--- src/rtl/stp_watch_ctrl.sv ---
// Stopwatch control sequencer: button edge detection, IDLE/RUN/LAP/PAUSED FSM,
// count-pulse prescaler, counter-clear pulse and sticky overflow flag.
module stp_watch_ctrl #(
  parameter int TICK_DIV = 50_000_000
) (
  input  logic       CLK,
  input  logic       rst_n,
  input  logic       btn_ss,
  input  logic       btn_lr,
  input  logic       ovf,
  output logic       count_up_sec,
  output logic       rst_counters,
  output logic       lap_hold,
  output logic       running,
  output logic       ovf_flag,
  output logic [1:0] state
);

  localparam int PW = (TICK_DIV > 1) ? $clog2(TICK_DIV) : 1;
  localparam logic [PW-1:0] PRESC_LAST = PW'(TICK_DIV - 1);

  typedef enum logic [1:0] {
    IDLE   = 2'b00,
    RUN    = 2'b01,
    LAP    = 2'b10,
    PAUSED = 2'b11
  } state_t;

  state_t        state_reg, state_next;
  logic [PW-1:0] presc_reg, presc_next;
  logic          btn_ss_q, btn_lr_q;
  logic          rst_counters_reg, rst_counters_next;
  logic          ovf_flag_reg, ovf_flag_next;
  logic          lap_hold_reg, running_reg;
  logic          ss_e, lr_e;

  assign ss_e = btn_ss & ~btn_ss_q;
  assign lr_e = btn_lr & ~btn_lr_q;

  // Priority: overflow (only while counting) > start/stop > lap/reset.
  // A present start/stop edge consumes the cycle even when it is ignored.
  always_comb begin
    state_next        = state_reg;
    rst_counters_next = 1'b0;
    ovf_flag_next     = ovf_flag_reg;
    if (running_reg && ovf) begin
      state_next    = PAUSED;
      ovf_flag_next = 1'b1;
    end else if (ss_e) begin
      case (state_reg)
        IDLE:    state_next = RUN;
        RUN:     state_next = PAUSED;
        LAP:     state_next = PAUSED;
        PAUSED:  state_next = ovf_flag_reg ? PAUSED : RUN;
        default: state_next = IDLE;
      endcase
    end else if (lr_e) begin
      case (state_reg)
        IDLE:    rst_counters_next = 1'b1;
        RUN:     state_next = LAP;
        LAP:     state_next = RUN;
        PAUSED: begin
          state_next        = IDLE;
          rst_counters_next = 1'b1;
        end
        default: state_next = IDLE;
      endcase
    end
    if (rst_counters_next)
      ovf_flag_next = 1'b0;

    // Prescaler advances on the cycles spent counting; holds while paused.
    if (state_next == IDLE)
      presc_next = '0;
    else if (running_reg)
      presc_next = (presc_reg == PRESC_LAST) ? '0 : presc_reg + PW'(1);
    else
      presc_next = presc_reg;
  end

  always_ff @(posedge CLK or negedge rst_n) begin
    if (!rst_n) begin
      state_reg        <= IDLE;
      presc_reg        <= '0;
      btn_ss_q         <= 1'b0;
      btn_lr_q         <= 1'b0;
      rst_counters_reg <= 1'b0;
      ovf_flag_reg     <= 1'b0;
      lap_hold_reg     <= 1'b0;
      running_reg      <= 1'b0;
    end else begin
      state_reg        <= state_next;
      presc_reg        <= presc_next;
      btn_ss_q         <= btn_ss;
      btn_lr_q         <= btn_lr;
      rst_counters_reg <= rst_counters_next;
      ovf_flag_reg     <= ovf_flag_next;
      lap_hold_reg     <= (state_next == LAP);
      running_reg      <= (state_next == RUN) || (state_next == LAP);
    end
  end

  assign state        = state_reg;
  assign lap_hold     = lap_hold_reg;
  assign running      = running_reg;
  assign ovf_flag     = ovf_flag_reg;
  assign rst_counters = rst_counters_reg;
  assign count_up_sec = running_reg && (presc_reg == PRESC_LAST);

endmodule

--- config.mk ---
export PLATFORM = sky130hd
export DESIGN_NAME = stp_watch_ctrl
export DESIGN_NICKNAME = d
export VERILOG_FILES = /design/src/rtl/stp_watch_ctrl.sv
export SDC_FILE = /design/constraint.sdc
export NUM_CORES = 1
export LEC_CHECK = 0
export BUFFER_PORTS_ARGS = -buffer_cell sky130_fd_sc_hd__buf_2
export CORE_MARGIN = 2
export CORE_UTILIZATION = 60
export CTS_CLUSTER_DIAMETER = 120
export DETAILED_ROUTE_END_ITERATION = 10
export PLACE_DENSITY = 0.9
export REMOVE_ABC_BUFFERS = 1
export SYNTH_ARGS = -nofsm -noshare
export SYNTH_HDL_FRONTEND = slang
export SYNTH_SLANG_ARGS = --single-unit
--- constraint.sdc ---
create_clock -name CLK -period 2.95 [get_ports CLK]
set_input_delay 0.59 -clock CLK [delete_from_list [all_inputs] [get_ports CLK]]
set_output_delay 0.59 -clock CLK [all_outputs]
set_load 0.03 [all_outputs]
# Yosys cells after proc, flatten, opt, wreduce, memory -nomap -nowiden

Index checks and enable logic that the tools add are counted.

Word-level logic and storage cells: 43
Bits of input ports: 5
Flip-flop bits (word level): 34
Output and inout port bits: 7

Reduce and logical (&&, ||, !) cells: 9
Equal/unequal tests: 6
Muxes and demuxes: 15
Add/subtract/negate cells: 1
Bitwise logic cells: 4

Operators by type and width:

| cell                  | number |
|---|---|
| $mux 26               | 3 |
| $add 26x1->26 const B | 1 |
| $eq 26x26->1 const B  | 1 |
| $pmux 2 s3            | 2 |
| $mux 2                | 4 |
| $eq 2x2->1 const B    | 3 |
| $mux 1                | 6 |
| $eq 2x1->1 const B    | 2 |
| $logic_not 2->1       | 2 |
| $reduce_bool 2->1     | 2 |
| $reduce_or 2->1       | 2 |
| $and 1x1->1           | 2 |
| $logic_and 1x1->1     | 2 |
| $not 1->1             | 2 |
| $logic_or 1x1->1      | 1 |

# Longest topological paths before layout

Word-level depth: 7
Depth in mapped cells: 13
Mapped depth without buffers: 12

# Worst setup path before layout

No wires, ideal clock.

Path kind: register to register
Start point: register state_reg[0], in the netlist state[0]
End point: register presc_reg[20]
Data required time: 2.831 ns
Setup time: 0.119 ns
Cell stages (with the launch flop): 14
Path buffers: 1
Arrival time: 2.695 ns
Period minus slack after synthesis: 2.814 ns
Slack: 0.136 ns
Cells stage by stage: dfrtp_1 > inv_1 > ha_1 > a21oi_1 > or3_1 > o211ai_1 > inv_1 > ha_1 > clkbuf_1 > nor2_1 > nor4_1 > nand4_1 > xnor2_1 > nor2_1

Longest elaborated chain between the ends: 7
Elaborated cells on any way between the ends: 13
Classes of those cells: eq/ne (3); mux (6); reduce/logical (4)

RTL lines:

| what                                                 | line   | RTL |
|---|---|---|
| start: declaration                                   | 29     | `state_t state_reg, state_next;` |
| start signal: assignment                             | 92     | `state_reg <= state_next;` |
| $eq 2x2->1 / $eq 2x1->1 (equally long branches)      | 50, 58 |  |
| $pmux 2 s3 / $reduce_or 2->1 (equally long branches) | n/a    |  |
| $mux 2 / $pmux 2 s3 (equally long branches)          | 57, 50 |  |
| $mux 2 (*)                                           | 49     | `end else if (ss_e) begin` |
| $mux 2 (*)                                           | 46     | `if (running_reg && ovf) begin` |
| via state_next[1]                                    | 29     |  |
| $logic_not 2->1 (*)                                  | 73     | `if (state_next == IDLE)` |
| $mux 26 / $reduce_bool 2->1 (equally long branches)  | n/a    |  |
| end signal: assignment                               | 93     | `presc_reg <= presc_next;` |
| end: declaration                                     | 30     | `logic [PW-1:0] presc_reg, presc_next;` |

The timed path passes the listed nets; every way through them passes the cells marked *.
A chain may end at the register's enable or synchronous reset.

# Final worst setup path

Start point: register presc_reg[8]
End point: output port count_up_sec

Longest elaborated chain between the ends: 2

RTL lines:

| what              | line | RTL |
|---|---|---|
| $eq 26x26->1      | 108  | `assign count_up_sec = running_reg && (presc_reg == PRESC_LAST);` |
| $logic_and 1x1->1 | 108  |  |
| end: declaration  | 11   | `output logic count_up_sec,` |

Every way passes these cells.

==> flow_summary.yaml <==
global_routing:
  antenna_found_initial: 0
  globalRouteOverflowTotal: 0
  track_usage_pct: 26.4
  grt_pass1_vias: 1514
  grt_pass1_wl_mm: 6.92
  pin_count_of_the_biggest_net_entering_global_routing: 35
synth:
  synth_edf_count: 0
  synth_area_um2: 1900
  synth.lib_cells_used.distinct: 44
  dominantRegCellSynth: "sky130_fd_sc_hd__dfrtp_1"
  post_synth_inst_count: 200
  ys_async_sr_fraction_pct: 100
  ys_seq_area_share_pct: 44.9
  ys.warnings.count: 0
  postSynthAreaPerCell_um2: 9.48
  synth-seq-cells: 34
power:
  irDropWorstVdd_v: 0.000381
  net-switching-power_w: 0.000589
  power.switching_fraction_pct: 37.0
  pwr-share-clk_pct: 28.7
  seqPwrFrac_pct: 42.2
  power.density_cell_area_nw_per_um2: 753
  power_frac_comb_pct: 29.1
  static-leakage-power_nw: 0.958
  internal_power_w: 0.00100
floorplan:
  die-width_um: 60.2
  boundaryPins: 12
  placeableCoreArea_um2: 3030
  floorplan.die.height_um: 60.2
  core.rowCount: 20
  dieArea_um2: 3620
  initial_core_util_pct: 62.6
run:
  maxCapViolCount: 0
setup_path:
  timing.critical_path.required_ns: 2.36
  worst-setup-path-type: "reg2out"
  cp_startpoint_kind: "flop"
  crit_fanout: 5
  critical_path.max_stage_delay_ns: 0.54
  critical_path.top_delay_family: "simple AND/OR/NAND/NOR gates"
  critPathSlowestCell: "sky130_fd_sc_hd__or4_4"
  crit_buf_inv: 1
  setup.worst_path.end_class: "output port"
  cells_along_the_critical_path: "or4b_1, or4_4, nor4_2, buf_2"
  critPathArrivalTime_ns: 2.28
final_layout:
  drive_above_1_share_pct: 12.4
  mostFrequentLayoutCells: "sky130_fd_sc_hd__dfrtp_1, sky130_fd_sc_hd__nor2_1, sky130_fd_sc_hd__nand3_1"
  antenna_diode_count: 0
  final_cell_count_no_fill: 262
  synthToLayoutAreaGrowth_pct: 11.6
  most_common_library_cell_in_the_layout_ignoring_fill_and_taps: "sky130_fd_sc_hd__dfrtp_1"
  largest_register_ffs: 26
  design.final.nets: 230
sta:
  finalWorstPathRequiredPeriod_ns: 2.87
  fmax_mhz: 349
  slew_viol_final: 0
  finalSetupViolations: 0
  timing_hold_violations_final: 0
  setup_total_negative_slack_ns: 0
  worst_clock_skew_ns: 0.0103
  finalCritPeriodShare_pct: 97.2
  worst_slew_margin_rel_pct: 51.0
  worstMarginPinSlew_ns: 0.735
  rsz0062_at_grt: "false"
place:
  placed_cells_incl_taps: 254
  detailed_place_hpwl_mm: 2.79
  port_buffers: 11
  gp_congestion: 0.899
route:
  post_drt_wl_per_cell_um: 15.5
  detail_route.vias_per_cell: 6.05
  drt_pre_antenna_iters: 5
  drt-initial-drc-count: 114
  antenna_viol_nets_final: 0
  wire_length_reported_by_the_detailed_router_mm: 4.07
  drt_drc_violations_left: 0
  vias: 1586
clock_network:
  clk_pin_slew_ns: 0.10
  clockRootBuffer: "sky130_fd_sc_hd__clkbuf_4"
  cts_num_sinks: 34
  cts.hold.buffers_added: 0
  cts-resized-gates: 0
  cts.path.max_buffers: 2
  clk_latency_ns: 0.35
  cts_setup_buffers: 0
  cts_tree: "built"
  clock_tree.htree_level_count: 2
  tritoncts.num_buffers: 5
min_path:
  min_delay_path_class: "in2async"
outcome:
  run_status: "finished clean"
[final cells by class]
type                            count  area (um2)
Multi-Input combinational cell    153         983
Sequential cell                    34         851
Clock inverter                      2        60.1
Clock buffer                        6        51.3
Timing Repair Buffer               15        85.1
Fill cell                         229         912
Tap cell                           44        55.1
Inverter                            8        30.0
[power groups by stage]
stage               registers, W  logic, W  clock network [W]
floorplan               0.000700  0.000280                  0
global placement        0.000668  0.000444                  0
detailed placement      0.000673  0.000458                  0
CTS                     0.000669  0.000463           0.000459
global route            0.000688  0.000513           0.000479
finish                  0.000672  0.000464           0.000457
[metrics by stage]
step / util [%] / area, um2 / power (W) / hold WS (ns) / worst slack (ns)
after global placement: 66.2 / 2000 / 0.00111 / 0.513 / 0.324
after detailed placement: 66.2 / 2000 / 0.00113 / 0.535 / 0.263
after CTS: 69.9 / 2120 / 0.00159 / 0.311 / 0.0911
after floorplan: - / 1860 / 0.000980 / 0.294 / 0.0150
final: 69.9 / 2120 / 0.00159 / 0.291 / 0.0824
after global routing: 69.9 / 2120 / 0.00168 / 0.350 / 0.00899
[cells by family after synthesis]
group	Yosys count	synth area share (%)
xor+xnor	15	6.93
compound gates	24	8.78
simple gates	104	29.8
fa+ha+maj	8	5.28
buf+inv	13	3.23
mux	2	1.12
flops	34	44.9
[worst reg2reg max path, stage by stage (launching register included)]
cell and delay (ns):
sky130_fd_sc_hd__dfrtp_1 0.41, sky130_fd_sc_hd__inv_1 0.10, sky130_fd_sc_hd__ha_1 0.31, sky130_fd_sc_hd__a21oi_1 0.04
sky130_fd_sc_hd__or3_1 0.30, sky130_fd_sc_hd__o211ai_1 0.17, sky130_fd_sc_hd__inv_1 0.08, sky130_fd_sc_hd__ha_1 0.21
sky130_fd_sc_hd__nor2_1 0.29, sky130_fd_sc_hd__and4b_1 0.32, sky130_fd_sc_hd__nand4b_1 0.14, sky130_fd_sc_hd__xor2_1 0.16
sky130_fd_sc_hd__nor2_1 0.06
[synthesized netlist by cell type, types with 3 or more instances]
cell                      count  share of area (%)
sky130_fd_sc_hd__a21oi_1      5                1.3
sky130_fd_sc_hd__and3_1       5                1.7
sky130_fd_sc_hd__a32o_1       5                2.6
sky130_fd_sc_hd__nand4_1      9                3.0
sky130_fd_sc_hd__inv_1        7                1.4
sky130_fd_sc_hd__nor3_1       7                1.8
sky130_fd_sc_hd__nor4_1       4                1.3
sky130_fd_sc_hd__dfrtp_1     34                 45
sky130_fd_sc_hd__nand3_1     16                4.2
sky130_fd_sc_hd__o21ai_0      4                1.1
sky130_fd_sc_hd__nor2_1      27                5.3
sky130_fd_sc_hd__ha_1         8                5.3
sky130_fd_sc_hd__nand2_1     13                2.6
sky130_fd_sc_hd__nor2b_1      4                1.3
sky130_fd_sc_hd__xor2_1      11                5.1
sky130_fd_sc_hd__xnor2_1      4                1.8
sky130_fd_sc_hd__o21ai_1      3               0.79
[path summary, 6_finish.rpt]
path / startpoint / end / slack [ns] / depth (start not counted)
min: rst_n / presc_reg[15] / 0.29 / 1
max in group asynchronous: rst_n / presc_reg[1] / 2.19 / 1
min in group CLK: btn_lr / btn_lr_q / 0.37 / 1
max: presc_reg[8] / count_up_sec / 0.08 / 4
min reg2reg: presc_reg[25] / presc_reg[25] / 0.56 / 2
max reg2reg: state[0] / presc_reg[24] / 0.25 / 12
[metal layers]
metal,vias up,global-route usage (%),part of all wire [%]
li1,755,-,-
met1,745,35.4,44
met2,69,38.4,47
met3,17,9.31,6.8
met4,0,11.4,2.8
met5,-,0,0
Note: power is estimated with default switching activity, not from simulation.
